**config.mk**
```make
export PLATFORM = sky130hd
export DESIGN_NAME = free_list
export DESIGN_NICKNAME = d
export VERILOG_FILES = /design/src/rtl/free_list_pkg.sv /design/src/rtl/free_list.sv
export SDC_FILE = /design/constraint.sdc
export NUM_CORES = 1
export LEC_CHECK = 0
export BUFFER_PORTS_ARGS = -buffer_cell sky130_fd_sc_hd__buf_2
export CAP_MARGIN = 20
export CELL_PAD_IN_SITES_DETAIL_PLACEMENT = 1
export CELL_PAD_IN_SITES_GLOBAL_PLACEMENT = 1
export CORE_MARGIN = 1.5
export CORE_UTILIZATION = 58
export CTS_BUF_LIST = sky130_fd_sc_hd__clkbuf_4
export DETAILED_ROUTE_END_ITERATION = 7
export HOLD_SLACK_MARGIN = 0.03
export PLACE_DENSITY_LB_ADDON = 0.1
export SETUP_SLACK_MARGIN = 0.05
export SLEW_MARGIN = 30
export SYNTH_ARGS = -nofsm -noshare
export SYNTH_HDL_FRONTEND = slang
export SYNTH_SLANG_ARGS = --single-unit
```
**constraint.sdc**
```tcl
create_clock -name clk -period 7.8 [get_ports clk]
set_clock_uncertainty 0.2 [all_clocks]
set_input_delay 0.39 -clock clk [delete_from_list [all_inputs] [get_ports clk]]
set_output_delay 0.39 -clock clk [all_outputs]
set_load 0.01 [all_outputs]
```
**src/rtl/free_list_pkg.sv**
```systemverilog
// free_list_pkg: register-file sizing shared by the free list, RRF, RAT and ROB.
package free_list_pkg;
    localparam int NUM_PHYS_REGS = 64;
    localparam int PHYSICAL_REG_FILE_LENGTH = $clog2(NUM_PHYS_REGS);
    localparam int FREE_LIST_DEPTH = NUM_PHYS_REGS - 32;
endpackage

```
**src/rtl/free_list.sv**
```systemverilog
// free_list: circular free list of physical register indices with flush rollback to the retirement head.
module free_list #(
    parameter int NUM_PHYS_REGS = free_list_pkg::NUM_PHYS_REGS,
    parameter int PREG_W = $clog2(NUM_PHYS_REGS),
    parameter int DEPTH = NUM_PHYS_REGS - 32
) (
    input  logic                     clk,
    input  logic                     rst,
    input  logic                     alloc_req,
    output logic [PREG_W-1:0]        alloc_preg,
    output logic                     alloc_valid,
    input  logic                     free_we,
    input  logic [PREG_W-1:0]        free_preg,
    input  logic                     flush,
    output logic [$clog2(DEPTH):0]   count
);
    localparam int AW = $clog2(DEPTH);
    localparam logic [AW:0] ONE = (AW+1)'(1);
    localparam logic [AW:0] DEPTH_W = (AW+1)'(DEPTH);
    logic [PREG_W-1:0] mem [DEPTH];
    logic [AW:0] head, retire_head, tail, rh_next;
    logic full, free_ok, alloc_ok;
    // Low bits wrap at DEPTH-1 so non-power-of-two depths still toggle the wrap bit correctly.
    function automatic logic [AW:0] inc(input logic [AW:0] p);
        return (p[AW-1:0] == AW'(DEPTH-1)) ? {~p[AW], AW'(0)} : p + ONE;
    endfunction
    assign alloc_valid = head != tail;
    assign alloc_preg = mem[head[AW-1:0]];
    assign full = (head[AW-1:0] == tail[AW-1:0]) && (head[AW] != tail[AW]);
    assign count = {1'b0, tail[AW-1:0]} - {1'b0, head[AW-1:0]} + ((head[AW] != tail[AW]) ? DEPTH_W : '0);
    assign alloc_ok = alloc_req && alloc_valid && !flush;
    assign free_ok = free_we && !full;
    assign rh_next = free_ok ? inc(retire_head) : retire_head;
    always_ff @(posedge clk) begin
        if (rst) begin
            for (int i = 0; i < DEPTH; i++) mem[i] <= PREG_W'(32 + i);
            head <= '0;
            retire_head <= '0;
            tail <= {1'b1, AW'(0)};
        end else begin
            if (free_ok) mem[tail[AW-1:0]] <= free_preg;
            tail <= free_ok ? inc(tail) : tail;
            retire_head <= rh_next;
            head <= flush ? rh_next : alloc_ok ? inc(head) : head;
        end
    end
endmodule

```
==> results.md <==
* Status: finished, final reports clean
* Die area at 18300 um^2
* Psw at 627 uW
* Initial antenna violation count at 1
* Row count at between 40 and 50
* Combinational share of power at 9.9%
* Yosys reg bits at about 220
* VDD IR max at 0.000124 V
* H-tree levels at 2
* Setup Viol. Count Final at 0
* Seq/Total Area, Yosys at ~60%
* Syn avg cell area at 13.3 um^2
* Residual DRC at 0
* Via count at 6670
* Clock Path Buffers at 3
* Area grow syn2layout at 8.63%
* CP Max Fanout at 30
* Proportion of layout cells with a drive suffix above 1 at 23.1%
* Number of flops mapped to enable cells by yosys at 192
* Minimum clock period at around 3.5 ns
* FMAX at between 200 and 300 MHz
* Final HPWL DP at around 17 mm
* Top FF cell, synth: edfxtp_1
* Fin worst setup slack at 4.26 ns
* Non-filler instance count after layout at about 1100
* Chip height at approximately 140 um
* Reg power frac at 53.0%
* Initial Utilization at 59.0%
* Dpl ws at 4.45 ns
* TritonCTS clock tree: built
* DP Area at 10300 um^2
* WL/cell at 25.1 um
* Clock Sinks at between 200 and 250
* Final setup TNS at 0 ns
* Synth Warn # at 0
* Final Max Slew Viols at 0
* Number of instances in the placed design at approximately 950
* Tcrit/Tclk final at 45.4%
* Critical path arrival at between 2 and 3 ns
* Clock latency on the worst-skew pair at 0.64 ns
* Hold/Removal Path Class: primary input to flop
* Design Power at 2.47 mW
* Fin nets at 816
* PwrDens at 224 nW/um^2
* RSZ-0062 raised after global routing: no
* Gr usage total at 30.4%
* DR iter-0 viols at 587
* Critical Path End Type: output pin
* Slew HR at 39.9%
* CP startpoint kind: flop
* Routability cong. at 0.909
* Core area at between 15000 and 20000 um^2
* Clk network pwr share at a little under two fifths
* Net Sw Frac at 25.4%
* Port buffer count at 23
* Post-route antenna net violation count at 0
* CP Data Required Time at 7.21 ns
* Cell count after synthesis at 763
* Root buffer cell: clkbuf_4
* Post-route cell area at 11100 um^2
* Via density at approximately 6.3
* First-pass GRT wire length at around 41 mm
* Final wirelength at ~26 mm
* TritonCTS Buffers at 54
* Pin count of the biggest net entering global routing at 52
* CP Class: flop to output pin
* Worst-Margin Slew at 0.901 ns
* Netlist Area Pre-Place at between 10000 and 15000 um^2
* Horiz. Die Dim at 135 um
* Cell variety after synth at 54
* Internal power at between 1.5 and 2 mW
* Final Hold Viols at 0
* Gr ovfl total at 0
* Syn Nets at 789
* LEAKAGE at approximately 3.4 nW
* Vias in the first global route at a little over 7000
* I/O Pins at 24
* Ys async rst share at 0%
* DRT Pass-1 Iters at 5
* CTS resizes at 0
* Max-cap violations at 0
* Clk slew on worst S/H paths at 0.06 ns
flip-flops by register name, indices dropped and copies added, names as in the netlist, named ones only:
| signal | count |
|---|---|
| mem | 192 |
| head | 6 |
| tail | 6 |
| retire_head | 6 |
final timing paths:
kind / from / endpoint / slack, ns / depth (start not counted)
worst max-delay path: flop / alloc_preg[0] / 4.26 / 5
worst min-delay path: free_we / tail[4] / 0.12 / 4
worst max register to register: tail[2] / mem[28][2] / 4.42 / 6
worst min register to register: retire_head[4] / retire_head[4] / 0.32 / 2
synth_stat cells, drive strengths merged (9+ instances only):
| library cell | number | area, um^2 |
|---|---|---|
| nor2 | 45 | 171 |
| or3 | 72 | 450 |
| nand3b | 9 | 67.6 |
| nand3 | 9 | 87.6 |
| o22ai | 25 | 156 |
| clkbuf | 41 | 154 |
| ha | 14 | 175 |
| nand2 | 64 | 240 |
| and2 | 33 | 206 |
| nor3 | 48 | 245 |
| a21oi | 10 | 50.1 |
| edfxtp | 192 | 5770 |
| buf | 23 | 150 |
| o21ai | 9 | 45.0 |
| or2 | 31 | 194 |
| inv | 13 | 48.8 |
| mux4 | 48 | 1080 |
| dfxtp | 23 | 460 |
power by group through the flow:
stage                     clock network, mW  logic, mW  registers, mW
after global routing                  0.988      0.264           1.31
final                                 0.915      0.246           1.31
after CTS                             0.934      0.234           1.32
after global placement                    0      0.221           1.34
after detailed placement                  0      0.230           1.34
after floorplan                           0      0.174           1.32
per-layer routing:
metal	up-vias	part of all wire, %	GRT usage [%]
li1	2970	-	-
met1	3378	39	39.1
met2	272	51	51.0
met3	50	7.2	6.21
met4	0	2.7	11.8
met5	-	0	0
layout make-up:
type	count	area, um^2
sequential	215	6230
fill	1650	6180
tap	225	282
antenna	1	2.50
inverter	13	48.8
clock buffer	81	608
timing repair buffer	35	243
multi-input combinational	471	3600
clock inverter	11	42.5
kinds of logic (layout without fill, tap and decap cells):
logic type	Yosys count	in the layout	synth area share [%]
AO/OA/AOI/OAI	64	64	4.06
XOR/XNOR	8	8	0.689
adder cells (fa/ha/maj)	15	15	1.92
buffers and inverters	77	140	3.47
flip-flops	215	215	61.2
multiplexers	49	49	10.7
other	0	1	0
AND/OR/NAND/NOR	335	335	18.0
worst max-delay path, cell delays in order, from the launching register on:
cell     delay (ns)
dfxtp_2        0.62
buf_4          0.49
mux4_2         0.32
o22ai_1        0.15
nor4_1         0.49
buf_2          0.22
what timing repair did:
item,in CTS,in global routing
endpoints found under the hold margin,14,3
endpoints found under the setup margin,0,0
hold buffers,5,1
buffers inserted,0,0
placed cells by master, fill, tap and decap left out, drive strengths merged, types with 2 or more instances in the layout:
cell type / Yosys / routed
and3: 4 / 4
or2: 31 / 31
nor4: 7 / 7
clkbuf: 41 / 81
buf: 23 / 29
dfxtp: 23 / 23
nor2: 45 / 45
edfxtp: 192 / 192
or3: 72 / 72
dlygate4sd3: 0 / 6
xnor2: 3 / 3
nand2: 64 / 64
a21oi: 10 / 10
nand3: 9 / 9
ha: 14 / 14
and2: 33 / 33
nor3: 48 / 48
clkinv: 0 / 11
xor2: 5 / 5
nand2b: 5 / 5
o21ai: 9 / 9
or3b: 3 / 3
a31oi: 3 / 3
o31ai: 4 / 4
inv: 13 / 13
nand3b: 9 / 9
a211oi: 2 / 2
o22ai: 25 / 25
mux4: 48 / 48
through the flow:
step                      utilization [%]  hold slack (ns)
after global routing                 64.1           0.0797
final                                64.1            0.117
after global placement               59.8            0.299
after CTS                            63.9           0.0604
after detailed placement             59.8            0.312
after floorplan                         -            0.255
No activity file was read; power rests on OpenSTA's default activity.
